$ cat config.mk
export PLATFORM = sky130hd
export DESIGN_NAME = icache_axi_refill
export DESIGN_NICKNAME = d
export VERILOG_FILES = /design/src/rtl/cpu_axi_pkg.sv /design/src/rtl/icache_axi_refill.sv
export SDC_FILE = /design/constraint.sdc
export NUM_CORES = 1
export LEC_CHECK = 0
export CAP_MARGIN = 20
export CORE_MARGIN = 2
export CORE_UTILIZATION = 45
export DETAILED_ROUTE_END_ITERATION = 6
export PLACE_DENSITY = 0.81
export SLEW_MARGIN = 20
export SYNTH_ARGS = -nofsm -noshare
export SYNTH_HDL_FRONTEND = slang
export SYNTH_SLANG_ARGS = --single-unit
$ cat constraint.sdc
create_clock -name clk -period 2 [get_ports clk]
set_input_delay 0.2 -clock clk [delete_from_list [all_inputs] [get_ports clk]]
set_output_delay 0.2 -clock clk [all_outputs]
set_load 0.1 [all_outputs]
$ cat src/rtl/cpu_axi_pkg.sv
// Definitions shared by the instruction cache and its AXI refill engine:
// read-channel encodings, the refill FSM state type and the default line size.
package cpu_axi_pkg;

  localparam int unsigned DEFAULT_LINE_WORDS = 8;

  localparam logic [1:0] BURST_INCR = 2'b01;
  localparam logic [2:0] SIZE_4B    = 3'b010;
  localparam logic [1:0] RESP_OKAY  = 2'b00;

  typedef enum logic [1:0] {
    IDLE = 2'd0,
    AR   = 2'd1,
    R    = 2'd2,
    DONE = 2'd3
  } refill_state_t;

endpackage

$ cat src/rtl/icache_axi_refill.sv
// Instruction-cache line refill engine: one INCR burst per miss on the AXI read
// channels, beats gathered into a line buffer that is held until the next refill.
module icache_axi_refill
  import cpu_axi_pkg::*;
#(
  parameter int unsigned         LINE_WORDS = DEFAULT_LINE_WORDS,
  parameter int unsigned         ID_WIDTH   = 4,
  parameter logic [ID_WIDTH-1:0] AXI_ID     = {ID_WIDTH{1'b0}}
) (
  input  logic                         clk,
  input  logic                         rst,
  input  logic                         mem_read_req,
  input  logic [31:0]                  mem_addr,
  output logic                         mem_gnt,
  output logic [LINE_WORDS-1:0][31:0]  ins,
  output logic                         rd_err,
  output logic [ID_WIDTH-1:0]          arid,
  output logic [31:0]                  araddr,
  output logic [7:0]                   arlen,
  output logic [2:0]                   arsize,
  output logic [1:0]                   arburst,
  output logic                         arvalid,
  input  logic                         arready,
  input  logic [ID_WIDTH-1:0]          rid,
  input  logic [31:0]                  rdata,
  input  logic [1:0]                   rresp,
  input  logic                         rlast,
  input  logic                         rvalid,
  output logic                         rready
);

  localparam int unsigned       BEAT_W    = (LINE_WORDS > 1) ? $clog2(LINE_WORDS) : 1;
  localparam logic [BEAT_W-1:0] LAST_BEAT = BEAT_W'(LINE_WORDS - 1);
  localparam logic [31:0]       LINE_MASK = 32'(LINE_WORDS * 4 - 1);

  refill_state_t               state_q;
  logic                        arvalid_q;
  logic                        rready_q;
  logic                        mem_gnt_q;
  logic                        rd_err_q;
  logic [31:0]                 araddr_q;
  logic [LINE_WORDS-1:0][31:0] ins_q;
  logic [BEAT_W-1:0]           beat_q;
  logic [BEAT_W-1:0]           beat_d;
  logic                        beat_err_s;
  logic                        unused_rid_s;

  assign beat_d = beat_q + BEAT_W'(1);

  // A beat is bad if the slave flags an error or RLAST disagrees with our beat count.
  assign beat_err_s = (rresp != RESP_OKAY) || (rlast != (beat_q == LAST_BEAT));

  // Only one burst is ever outstanding, so RID carries no information.
  assign unused_rid_s = ^rid;

  // Refill sequencer: request latch, AR handshake, beat capture and grant pulse.
  always_ff @(posedge clk) begin
    if (!rst) begin
      state_q   <= IDLE;
      arvalid_q <= 1'b0;
      rready_q  <= 1'b0;
      mem_gnt_q <= 1'b0;
      rd_err_q  <= 1'b0;
      araddr_q  <= 32'h0000_0000;
      ins_q     <= '0;
      beat_q    <= {BEAT_W{1'b0}};
    end else begin
      mem_gnt_q <= 1'b0;
      case (state_q)
        IDLE: begin
          if (mem_read_req) begin
            state_q   <= AR;
            arvalid_q <= 1'b1;
            araddr_q  <= mem_addr & ~LINE_MASK;
            beat_q    <= {BEAT_W{1'b0}};
          end
        end
        AR: begin
          if (arready) begin
            state_q   <= R;
            arvalid_q <= 1'b0;
            rready_q  <= 1'b1;
          end
        end
        R: begin
          if (rvalid) begin
            ins_q[beat_q] <= rdata;
            beat_q        <= beat_d;
            if (beat_err_s) begin
              rd_err_q <= 1'b1;
            end
            // Only RLAST ends the burst; a missing one just lets the counter wrap.
            if (rlast) begin
              state_q   <= DONE;
              rready_q  <= 1'b0;
              mem_gnt_q <= 1'b1;
            end
          end
        end
        DONE: begin
          state_q <= IDLE;
        end
        default: begin
          state_q   <= IDLE;
          arvalid_q <= 1'b0;
          rready_q  <= 1'b0;
        end
      endcase
    end
  end

  assign mem_gnt = mem_gnt_q;
  assign ins     = ins_q;
  assign rd_err  = rd_err_q;
  assign arid    = AXI_ID;
  assign araddr  = araddr_q;
  assign arlen   = 8'(LINE_WORDS - 1);
  assign arsize  = SIZE_4B;
  assign arburst = BURST_INCR;
  assign arvalid = arvalid_q;
  assign rready  = rready_q;

endmodule
==> results of run 1 <==
## power by group
part | internal (mW) | switching (mW)
clock | 3.83 | 2.37
combinational | 0.627 | 2.03
sequential | 5.99 | 0.104
## flip-flops by register name, indices dropped and copies added, names as in the netlist
register	count
rd_err	1
araddr	27
arvalid	1
mem_gnt	1
state_q	2
beat_q	3
ins	256
rready	1
## synthesized netlist by cell type, drive strengths merged
cell	instances	area share
nand2	351	0.12
dfxtp	292	0.54
mux2i	257	0.24
buf	56	0.038
clkbuf	35	0.012
a21boi	29	0.020
nor2	9	0.0031
ha	6	0.0069
nor2b	6	0.0035
a21oi	3	0.0014
nand2b	3	0.0017
o22ai	3	0.0017
a31oi	2	0.0012
conb	2	0.00069
inv	2	0.00069
o21a	2	0.0014
or3	2	0.0012
a211oi	1	0.00069
and2	1	0.00058
and4	1	0.00081
nand3	1	0.00046
nand3b	1	0.00069
o211a	1	0.00092
o21ai	1	0.00046
o311a	1	0.00092
or2	1	0.00058
or4	1	0.00069
xor2	1	0.00081
## metrics by stage
step,util,setup slack [ps],instances
after global routing,0.647,149,1764
after global placement,0.600,44.2,1709
after floorplan,-,353,1091
after CTS,0.647,234,1764
final,0.647,236,1764
after detailed placement,0.600,53.4,1709
## area by class of cell
cell class | count | area, sq um
fillers | 1884 | 8300
flip-flops and latches | 292 | 5850
multi-input cells | 706 | 4560
repair buffers | 390 | 3310
clock buffers | 39 | 866
well taps | 319 | 399
clock inverters | 16 | 253
inverters | 2 | 7.51
## worst reg2reg max path, cell delays in order, from the launching register on
cell	delay, ps
dfxtp_1	330
inv_1	100
ha_1	220
nand3b_1	110
or3_2	480
buf_4	240
mux2i_1	150
## routing by layer
layer  GRT usage  vias to the layer above  routed length (microns)
met2       0.410                      315                    14900
li1            -                     4177                        -
met1       0.289                     4152                    12900
met4      0.0963                        0                     1290
met5           0                        -                        0
met3      0.0630                       75                     2380
## worst paths after layout
path,to,slack [ps]
hold / removal,ins[129]$_SDFFE_PN0P_,70
setup reg to reg,ins[21]$_SDFFE_PN0P_,240
hold reg to reg,ins[215]$_SDFFE_PN0P_,460
setup / recovery,ins[21]$_SDFFE_PN0P_,240
## cells by family (layout without fill, tap and decap cells)
group	count (synthesis)	count (layout)	share of synthesized area
adders and majority gates	6	6	0.00693
other	2	22	0.000693
buffers and inverters	93	447	0.0506
and+or+nand+nor	377	377	0.135
DFF	292	292	0.540
muxes	257	257	0.238
AOI/OAI and AO/OA	43	43	0.0288
xor gates and xnor gates	1	1	0.000809
==> impl_metrics.toml, run 1 <==
[outcome]
outcome = "completed"

[critical_path]
setup.worst_path.start = "state_q[0]$_SDFFE_PN0P_"
path_delay_family = "simple AND/OR/NAND/NOR gates"
path_max_fanout = 12
endpoint_kind = "register"
crit_arrival_ps = 2170
cp_num_cells = 6
cpMaxStageDelayCell = "or3_2"
cp-start-kind = "register"
path_buf_inv = 2
required_ps = 2400
path_class = "reg -> reg"
critPathMaxStageDelay_ps = 480
r2r_start = "state_q[0]$_SDFFE_PN0P_"
path_cells = "inv_1 -> ha_1 -> nand3b_1 -> or3_2 -> buf_4 -> mux2i_1"
rr_worst_depth = 6

[global_route]
grt_usage = 0.240
antenna_found_initial = 0
grt_max_degree = 65
overflow = 0
grt_pass1_wl_microns = 49100
grt_pass1_vias = 8699

[floorplanning]
die_area_sq_mm = 0.0253
rows = 56
dieWidth_microns = 159
start_util = 0.460
core_sq_mm = 0.0235
die_h_microns = 159
ios = 385

[timing]
setup_tns_ps = 0
setup_viol = 0
rsz0062_at_grt = "no"
fin_crit_sh = 0.882
final_hold_viol_count = 0
skew_ps = 9.25
clock.fmax_mhz = 567
fin_crit_ps = 1760
report.final.slew_viol_count = 0
worst_hold_slack_ps = 70.5

[pwr]
ir_drop_mv = 0.627
total_power_mw = 14.9
powerDensity_mw_per_mm2 = 981
p_leak_nw = 6.57

[final_layout]
design_area_sq_mm = 0.0152
layout_common_cells = "351 x nand2_1, 307 x buf_4, 292 x dfxtp_1, 257 x mux2i_1, 65 x clkdlybuf4s50_1"
layout_commonest_cell = "nand2_1"
layout.nets = 1505
drive_above_1_share = 0.268
area_growth_pct = 40.7
antenna_cells = 0

[yosys]
synth_cells = 1071
yosysWarnings = 0
synth.distinct_cells = 31
syn_area_sq_mm = 0.0108
synth.avg_cell_area_sq_um = 10.1
synth_seq_cells = 292
yosysSeqAreaShare = 0.540

[clock_tree]
cts_tree = "yes"
root_buffer = "clkbuf_16"
cts_setup_buffers = 0
cts_resized = 0
cts_buffer_depth = 3
htreeDepth = 1
cts_buffers = 31
clkLatencyLatePin_ps = 540
hold_buffers = 0
clock_sinks = 292
clkSlewWorstSetupHoldPaths_ps = 60

[min_path]
min-delay-path-class = "in -> reg"
worstHoldPathCells = 3
worstHoldStart = "rst"

[detailed_routing]
viasPerCell = 4.94
vias = 8719
drcViolationCount = 0
totalWireLength_microns = 31500
wire_per_inst_microns = 17.9
ant_nets = 0
drt-initial-drc-count = 384
drt_first_pass_iters = 4

[placement]
hpwl_microns = 22000
placed_cell_area_sq_mm = 0.0141
globalplace.congestion = 0.818
portBuffers = 353

[run]
maxCapViolCount = 0
Note: power is estimated with default switching activity, not from simulation.
==> run 2, diff against run 1 <==
--- a/config.mk
+++ b/config.mk
@@ -7,9 +7,9 @@
 export LEC_CHECK = 0
 export CAP_MARGIN = 20
 export CORE_MARGIN = 2
-export CORE_UTILIZATION = 45
+export CORE_UTILIZATION = 40
 export DETAILED_ROUTE_END_ITERATION = 6
-export PLACE_DENSITY = 0.81
+export PLACE_DENSITY = 0.74
 export SLEW_MARGIN = 20
 export SYNTH_ARGS = -nofsm -noshare
 export SYNTH_HDL_FRONTEND = slang
==> run 2 against run 1 <==
Sequential share of layout area grew 0.14 points. Setup slack lost 19 ps. Hold slack lost 20 ps. Via count shrank 1.1%. Die area grew 12%. Combinational power is essentially flat. Count of clock-buffer cells in the layout shrank 2. Final cell count grew 0.96%. Clock power shrank 4.7%. Highest routed layer unchanged. Wire length shrank 0.65%. Sequential cell count is the same.
==> impl_metrics.toml, run 2 (synthesized netlist as in run 1, its figures left out) <==
[outcome]
outcome = "completed"

[pwr]
total_power_mw = 14.7
p_leak_nw = 6.53
powerDensity_mw_per_mm2 = 965
ir_drop_mv = 0.641

[critical_path]
r2r_start = "state_q[0]$_SDFFE_PN0P_"
endpoint_kind = "register"
setup.worst_path.start = "state_q[0]$_SDFFE_PN0P_"
cp-start-kind = "register"
path_class = "reg -> reg"
timing.rr.end = "ins[26]$_SDFFE_PN0P_"
worstSetupEndpoint = "ins[26]$_SDFFE_PN0P_"
path_max_fanout = 11
required_ps = 2400
ff2ff_setup_slack_ps = 220
crit_arrival_ps = 2180
rr_worst_depth = 6

[placement]
hpwl_microns = 22000
place_ws_ps = 162
dp.cells = 1729
placed_cell_area_sq_mm = 0.0141
portBuffers = 353
globalplace.congestion = 0.813

[global_route]
antenna_found_initial = 0
grt_pass1_vias = 8447
overflow = 0
grt_usage = 0.210
grt_pass1_wl_microns = 47600
grt_max_degree = 46

[floorplanning]
core_sq_mm = 0.0268
die_area_sq_mm = 0.0284
die_h_microns = 169
rows = 60
dieWidth_microns = 169
ios = 385
start_util = 0.404

[final_layout]
antenna_cells = 0
regArea_sq_mm = 0.00585
drive_above_1_share = 0.265
layout_common_cells = "351 x nand2_1, 305 x buf_4, 292 x dfxtp_1, 257 x mux2i_1, 65 x clkdlybuf4s50_1"
largest_register_ffs = 256
utilization = 0.567
final_cells = 1781
multi_input_area_sq_mm = 0.00456
design_area_sq_mm = 0.0152
area_growth_pct = 40.2
layout_commonest_cell = "nand2_1"
n_fill_cell = 2337
layout.nets = 1501

[timing]
skew_ps = 13.5
fin_crit_ps = 1780
worst_hold_slack_ps = 50.3
report.final.slew_viol_count = 0
fin_crit_sh = 0.892
clock.fmax_mhz = 561
setup_viol = 0
final_hold_viol_count = 0
fin_ws_ps = 217
rsz0062_at_grt = "no"
setup_tns_ps = 0

[clock_tree]
cts_tree = "yes"
cts_buffers = 29
clkLatencyLatePin_ps = 530
cts_resized = 0
cts_setup_buffers = 0
hold_buffers = 0
clock_sinks = 292
root_buffer = "clkbuf_16"
htreeDepth = 1
cts_buffer_depth = 3
clkSlewWorstSetupHoldPaths_ps = 60

[detailed_routing]
totalWireLength_microns = 31300
wire_per_inst_microns = 17.6
drt_first_pass_iters = 4
vias = 8626
drcViolationCount = 0
viasPerCell = 4.84
ant_nets = 0
drt-initial-drc-count = 437

[min_path]
min-delay-path-class = "in -> reg"
worstHoldStart = "rst"

[run]
maxCapViolCount = 0
[run 2: final cells by class]
cell class | count | share of cell area
Sequential cell | 292 | 0.385
Clock inverter | 15 | 0.0154
Tap cell | 341 | 0.0281
Inverter | 2 | 0.000494
Timing Repair Buffer | 388 | 0.217
Multi-Input combinational cell | 706 | 0.300
Clock buffer | 37 | 0.0537
[run 2: report_power, final]
part | internal, mW | total (mW) | switching [mW]
clock network | 3.64 | 5.91 | 2.27
logic | 0.624 | 2.65 | 2.03
registers | 5.99 | 6.09 | 0.0979
total | 10.3 | 14.7 | 4.40
[run 2: how the worst min path moves through the flow]
stage	cells after the start	end
finish	3	ins[217]$_SDFFE_PN0P_
global route	3	ins[127]$_SDFFE_PN0P_
CTS	3	ins[250]$_SDFFE_PN0P_
detailed placement	2	ins[158]$_SDFFE_PN0P_
global placement	2	ins[194]$_SDFFE_PN0P_
floorplan	2	araddr[10]$_SDFFE_PN0P_
[run 2: critical path, stage by stage, from the launching register on]
cell      delay [ps]
dfxtp_1          320
inv_1            110
ha_1             240
nand3b_1         130
or3_2            490
buf_4            230
mux2i_1          140
[run 2: routing by layer]
metal	vias to the layer above	routed length, microns	track usage	share of wire
met1	4098	12900	0.250	0.41
met2	303	15100	0.373	0.48
met5	-	0	0	0
met3	53	2520	0.0606	0.080
li1	4172	-	-	-
met4	0	813	0.0547	0.026
